$ cat src/rtl/pipeline_regs_if.sv
// Bus bundle for pipeline_regs: stage-0 input handshake, per-stage stall/flush controls,
// last-stage output, per-stage valid bits and performance counters.
interface pipeline_regs_if #(
  parameter int DATA_W = 32,
  parameter int STAGES = 4
);
  logic              in_valid;
  logic [DATA_W-1:0] in_data;
  logic              in_ready;
  logic [STAGES-1:0] stall;
  logic [STAGES-1:0] flush;
  logic              out_valid;
  logic [DATA_W-1:0] out_data;
  logic [STAGES-1:0] stage_valid;
  logic [31:0]       stall_cycles;
  logic [31:0]       flush_count;
  logic [31:0]       retired_count;

  modport master (
    output in_valid, in_data, stall, flush,
    input  in_ready, out_valid, out_data, stage_valid,
           stall_cycles, flush_count, retired_count
  );

  modport slave (
    input  in_valid, in_data, stall, flush,
    output in_ready, out_valid, out_data, stage_valid,
           stall_cycles, flush_count, retired_count
  );
endinterface

$ cat src/rtl/pipeline_regs.sv
// STAGES-deep register pipeline with per-stage stall/flush and bubble insertion.
// Define PIPE_PERF_COUNTERS_EN to build the stall/flush/retire counters; otherwise they read 0.
module pipeline_regs #(
  parameter int DATA_W     = 32,
  parameter int STAGES     = 4,
  parameter bit CLEAR_DATA = 1'b1
) (
  input  logic           clk,
  input  logic           rst,
  pipeline_regs_if.slave bus
);

  logic [STAGES-1:0] vld_p;
  logic [DATA_W-1:0] data_p   [STAGES];
  logic [STAGES-1:0] vld_nxt;
  logic [DATA_W-1:0] data_nxt [STAGES];

  logic [STAGES-1:0] hold;
  logic [STAGES-1:0] bubble;
  logic [STAGES-1:0] up_vld;
  logic [DATA_W-1:0] up_data  [STAGES];

  // A stall freezes its own stage and everything upstream; the first moving stage
  // below a frozen one takes a bubble.
  for (genvar i = 0; i < STAGES; i++) begin : g_hold
    assign hold[i] = |bus.stall[STAGES-1:i];
    if (i == 0) begin : g_head
      assign bubble[i] = 1'b0;
    end else begin : g_body
      assign bubble[i] = bus.stall[i-1] & ~hold[i];
    end
  end

  assign up_vld = {vld_p[STAGES-2:0], bus.in_valid};

  always_comb begin
    up_data[0] = bus.in_data;
    for (int i = 1; i < STAGES; i++) begin
      up_data[i] = data_p[i-1];
    end
  end

  always_comb begin
    for (int i = 0; i < STAGES; i++) begin
      vld_nxt[i]  = vld_p[i];
      data_nxt[i] = data_p[i];
      if (bus.flush[i] || bubble[i]) begin
        vld_nxt[i] = 1'b0;
        if (CLEAR_DATA) begin
          data_nxt[i] = '0;
        end
      end else if (!hold[i]) begin
        vld_nxt[i]  = up_vld[i];
        data_nxt[i] = up_data[i];
      end
    end
  end

  // Stage registers; payload is cleared on reset too so out_data reads 0.
  always_ff @(posedge clk or posedge rst) begin
    if (rst) begin
      vld_p <= '0;
      for (int i = 0; i < STAGES; i++) begin
        data_p[i] <= '0;
      end
    end else begin
      vld_p <= vld_nxt;
      for (int i = 0; i < STAGES; i++) begin
        data_p[i] <= data_nxt[i];
      end
    end
  end

  assign bus.in_ready    = ~hold[0];
  assign bus.out_valid   = vld_p[STAGES-1];
  assign bus.out_data    = data_p[STAGES-1];
  assign bus.stage_valid = vld_p;

`ifdef PIPE_PERF_COUNTERS_EN
  logic [31:0] stall_cnt_p0;
  logic [31:0] flush_cnt_p0;
  logic [31:0] retire_cnt_p0;

  function automatic logic [31:0] count_flushed(input logic [STAGES-1:0] fl,
                                                input logic [STAGES-1:0] v);
    logic [31:0] n;
    n = '0;
    for (int i = 0; i < STAGES; i++) begin
      n = n + {31'd0, fl[i] & v[i]};
    end
    return n;
  endfunction

  // Counters wrap naturally at 2^32.
  always_ff @(posedge clk or posedge rst) begin
    if (rst) begin
      stall_cnt_p0  <= '0;
      flush_cnt_p0  <= '0;
      retire_cnt_p0 <= '0;
    end else begin
      stall_cnt_p0  <= stall_cnt_p0 + {31'd0, |bus.stall};
      flush_cnt_p0  <= flush_cnt_p0 + count_flushed(bus.flush, vld_p);
      retire_cnt_p0 <= retire_cnt_p0 + {31'd0, vld_p[STAGES-1] & ~bus.stall[STAGES-1]};
    end
  end

  assign bus.stall_cycles  = stall_cnt_p0;
  assign bus.flush_count   = flush_cnt_p0;
  assign bus.retired_count = retire_cnt_p0;
`else
  assign bus.stall_cycles  = '0;
  assign bus.flush_count   = '0;
  assign bus.retired_count = '0;
`endif

endmodule

$ cat src/flat_wrapper.sv
// flat-port wrapper written by rule: the top's interface ports become plain ports
module pipeline_regs_flat 
#(
  parameter int DATA_W     = 32,
  parameter int STAGES     = 4,
  parameter bit CLEAR_DATA = 1'b1
)
  (clk, rst, bus_in_valid, bus_in_data, bus_stall, bus_flush, bus_in_ready, bus_out_valid, bus_out_data, bus_stage_valid, bus_stall_cycles, bus_flush_count, bus_retired_count);
  pipeline_regs_if #(.DATA_W(DATA_W), .STAGES(STAGES)) bus_i ();
  input  logic clk;
  input  logic rst;
  input wire logic [$bits(bus_i.in_valid)-1:0] bus_in_valid;
  input wire logic [$bits(bus_i.in_data)-1:0] bus_in_data;
  input wire logic [$bits(bus_i.stall)-1:0] bus_stall;
  input wire logic [$bits(bus_i.flush)-1:0] bus_flush;
  output wire logic [$bits(bus_i.in_ready)-1:0] bus_in_ready;
  output wire logic [$bits(bus_i.out_valid)-1:0] bus_out_valid;
  output wire logic [$bits(bus_i.out_data)-1:0] bus_out_data;
  output wire logic [$bits(bus_i.stage_valid)-1:0] bus_stage_valid;
  output wire logic [$bits(bus_i.stall_cycles)-1:0] bus_stall_cycles;
  output wire logic [$bits(bus_i.flush_count)-1:0] bus_flush_count;
  output wire logic [$bits(bus_i.retired_count)-1:0] bus_retired_count;
  assign bus_i.in_valid = bus_in_valid;
  assign bus_i.in_data = bus_in_data;
  assign bus_i.stall = bus_stall;
  assign bus_i.flush = bus_flush;
  assign bus_in_ready = bus_i.in_ready;
  assign bus_out_valid = bus_i.out_valid;
  assign bus_out_data = bus_i.out_data;
  assign bus_stage_valid = bus_i.stage_valid;
  assign bus_stall_cycles = bus_i.stall_cycles;
  assign bus_flush_count = bus_i.flush_count;
  assign bus_retired_count = bus_i.retired_count;
  pipeline_regs #(.DATA_W(DATA_W), .STAGES(STAGES), .CLEAR_DATA(CLEAR_DATA)) u_core (.clk(clk), .rst(rst), .bus(bus_i));
endmodule
$ cat config.mk
export PLATFORM = sky130hd
export DESIGN_NAME = pipeline_regs_flat
export DESIGN_NICKNAME = d
export VERILOG_FILES = /design/src/rtl/pipeline_regs_if.sv /design/src/rtl/pipeline_regs.sv /design/src/flat_wrapper.sv
export SDC_FILE = /design/constraint.sdc
export NUM_CORES = 1
export LEC_CHECK = 0
export CORE_ASPECT_RATIO = 0.6
export CORE_MARGIN = 2
export CORE_UTILIZATION = 49
export DETAILED_ROUTE_END_ITERATION = 16
export GPL_ROUTABILITY_DRIVEN = 0
export HOLD_SLACK_MARGIN = 0.06
export PLACE_DENSITY = 0.79
export SYNTH_ARGS = -nofsm -noshare
export SYNTH_HDL_FRONTEND = slang
export SYNTH_SLANG_ARGS = --single-unit
export TNS_END_PERCENT = 1
$ cat constraint.sdc
create_clock -name clk -period 5.65 [get_ports clk]
set_input_delay 1.13 -clock clk [delete_from_list [all_inputs] [get_ports clk]]
set_output_delay 1.13 -clock clk [all_outputs]
set_load 0.02 [all_outputs]
==> key figures <==
Logic synthesis
  • Synth top area share: 0.510
  • Post-synthesis compound-gate area fraction: 0.135
  • Fraction of the mapped netlist area in adder cells: 0
  • Top-count cell post-synth: dfrtp_1
  • Synth top cells by count: 132 x dfrtp_1, 130 x buf_4, 99 x nand2b_1
  • Post-Syn Area: 6480 um2
  • Async set-reset flop share out of synthesis: 1.00
  • Number of synthesized flops with an enable pin: 0
  • Post-synthesis simple-gate area fraction: 0.101
  • Synth Instances: 572
  • #FFs+latches synth: 132
  • Library cells used by synthesis: 17
  • Largest family of logic cells by synthesized area: buffers and inverters
  • Seq/Total Area, Yosys: 0.510
  • Most used DFF post-synth: dfrtp_1
  • Warnings, synthesis: 0
  • Mux contribution to synthesized area: 0.0510
  • Average cell area after synthesis: 11.3 um2
  • XOR/XNOR Fraction of Synth Area: 0
  • Synth area leader: dfrtp_1
  • Dominant cells by area after synthesis: dfrtp_1 51%, buf_4 15%, nand2b_1 9.6%

Timing
  • Pin slew with the least headroom to its limit: 1.21 ns
  • Min cycle time layout: 4.57 ns
  • Setup TNS: 0 ns
  • Unrepaired setup endpoints after global routing: no
  • Hold Vio Cnt, Final: 0
  • Max frequency: 0.219 GHz
  • Slew Viols, Final: 0
  • Final setup margin: 1.08 ns
  • Final number of setup-violating endpoints: 0
  • Rel. slew slack: 0.189
  • Layout Skew: 0.00482 ns
  • Fin crit share: 0.809

Clock network
  • TritonCTS buffer count: 17
  • Clock buffer depth: 2
  • Clk_lat worst skew: 0.41 ns
  • Hold buffers post-CTS: 0
  • CTS root buf: clkbuf_16
  • Setup bufs post-CTS: 0
  • CTS sink cnt: 132
  • Worst-path clk slew: 0.06 ns
  • CTS tree: done
  • H-tree lvl count: 4
  • Gates resized, CTS repair: 0

Finish
  • # diodes: 0
  • Layout area overhead: 12.8%
  • Layout Utilization: 0.567
  • # nets final: 648
  • Sequential Area: 3300 um2
  • Fill cells: 1045
  • Area occupied by multi-input gates: 2240 um2
  • Share of cells above drive strength 1: 0.0713
  • Post-route insts no fill: 787

Worst setup path
  • Crit path kind: input port to output port
  • Startpoint type of the worst setup path: input port
  • CP max FO: 34
  • Worst Path Arrival: 3.44 ns
  • Crit end category: output port
  • Flop2flop setup slack: 4.81 ns
  • Required @ worst endpoint: 4.52 ns

Detailed routing
  • DRT iter0 DRCs: 273
  • Pre-Repair DR Iteration Count: 5
  • Post-DR wirelength/cell: 15.7 um
  • Via count: 3788
  • DR DRC count: 0
  • Via/cell ratio: 4.81
  • Final WL: 12.4 mm
  • Post-DRT Antenna Nets: 0

Floorplan
  • Die Height: 93.1 um
  • DIE AREA: 14200 um2
  • Number of top-level pins: 177
  • Starting density of the core: 0.503
  • Row cnt: 32
  • Core Box Area: 12900 um2
  • Horiz. Die Dim: 152 um

Global routing
  • Congestion Overflow GR: 0
  • Number of global-route vias before repair: 3588
  • Initial antenna violation count: 0
  • Largest net degree at the start of global routing: 98
  • First-pass GRT wire length: 19.9 mm
  • GRT Overall Usage: 0.181

Pwr
  • Worst-case vdd ir drop: 183 uV
  • Static Leak: 3.23 nW
  • Pwr/cell area: 293 nW/um2

Hold path
  • Min-delay worst type: flip-flop to flip-flop

Place
  • IO buf count: 80
  • Inst Count DP: 756
  • Detailed placement HPWL: 8.77 mm
  • Post-place setup slack: 1.10 ns

Outcome
  • Outcome: finished, final reports clean

Run
  • Max Cap Viol: 0
==> worst max-delay path: stages <==
cell and delay (ns):
clkdlybuf4s50_1 0.55, or4_1 0.56, buf_4 0.27, clkinv_8 0.24, clkdlybuf4s50_1 0.66
==> power by group <==
group / internal, mW / switching, mW / total [mW] / leakage [nW]
registers: 0.952 / 0.00467 / 0.956 / 1.84
clock network: 0.626 / 0.394 / 1.02 / 0.264
logic: 0.0488 / 0.119 / 0.168 / 1.13
total: 1.63 / 0.518 / 2.14 / 3.23
==> sequential cells by signal, summed over array words and instances, names as in the netlist <==
register                flops
u_core.bus.out_data        32
u_core.bus.stage_valid      4
u_core.data_p              96
==> layout make-up <==
cell class | count | share of cell area
well taps | 170 | 0.0291
clock inverters | 11 | 0.0144
clock buffers | 20 | 0.0625
multi-input cells | 333 | 0.307
repair buffers | 86 | 0.115
inverters | 35 | 0.0200
flip-flops and latches | 132 | 0.452
==> kinds of logic after synthesis <==
kind of cell           after synthesis
buffers and inverters              202
flip-flops                         132
AND/OR/NAND/NOR                    104
AO/OA/AOI/OAI                      100
multiplexers                        33
other                                1
==> cell usage in the layout (no fill, tap or decap) <==
cell type,Yosys,final
nand2b_1,99,99
nor3_2,0,2
clkbuf_16,0,17
clkinv_4,0,3
bufinv_16,0,1
nor4_4,0,1
buf_4,130,6
clkinv_8,1,1
or4_1,1,1
inv_1,34,33
inv_4,0,1
clkdlybuf4s50_1,0,79
inv_6,0,1
o21ba_2,1,1
clkbuf_8,0,2
mux2i_1,33,33
nor2b_2,0,1
clkinvlp_4,0,4
clkinv_2,0,2
conb_1,1,96
dfrtp_1,132,132
clkbuf_1,31,1
o32ai_1,33,33
buf_2,3,1
a22o_1,66,66
==> worst paths after layout <==
kind / to / cells after the start / startpoint
worst max-delay path: bus_in_ready / 5 / bus_stall[3]
worst min-delay path: u_core.data_p[40] / 1 / u_core.data_p[72]
max in group asynchronous: u_core.data_p[125] / 3 / rst
worst min register to register: u_core.data_p[40] / 1 / u_core.data_p[72]
min in group asynchronous: u_core.bus.out_data[9] / 2 / rst
worst max register to register: u_core.data_p[94] / 2 / u_core.data_p[94]
==> metrics by stage <==
step | cell area (um2) | power (mW) | hold slack (ns)
final | 7310 | 2.14 | 0.481
after floorplan | 6840 | 1.14 | 0.466
after global routing | 7310 | 2.22 | 0.509
after CTS | 7310 | 2.16 | 0.482
after detailed placement | 6750 | 1.14 | 0.472
after global placement | 6750 | 1.14 | 0.474
==> routing by layer <==
metal	global-route usage	routed length [um]
met1	0.288	6520
met2	0.232	5000
met3	0.0491	715
met4	0.0640	138
met5	0	0
(Power assumes the default switching activity.)
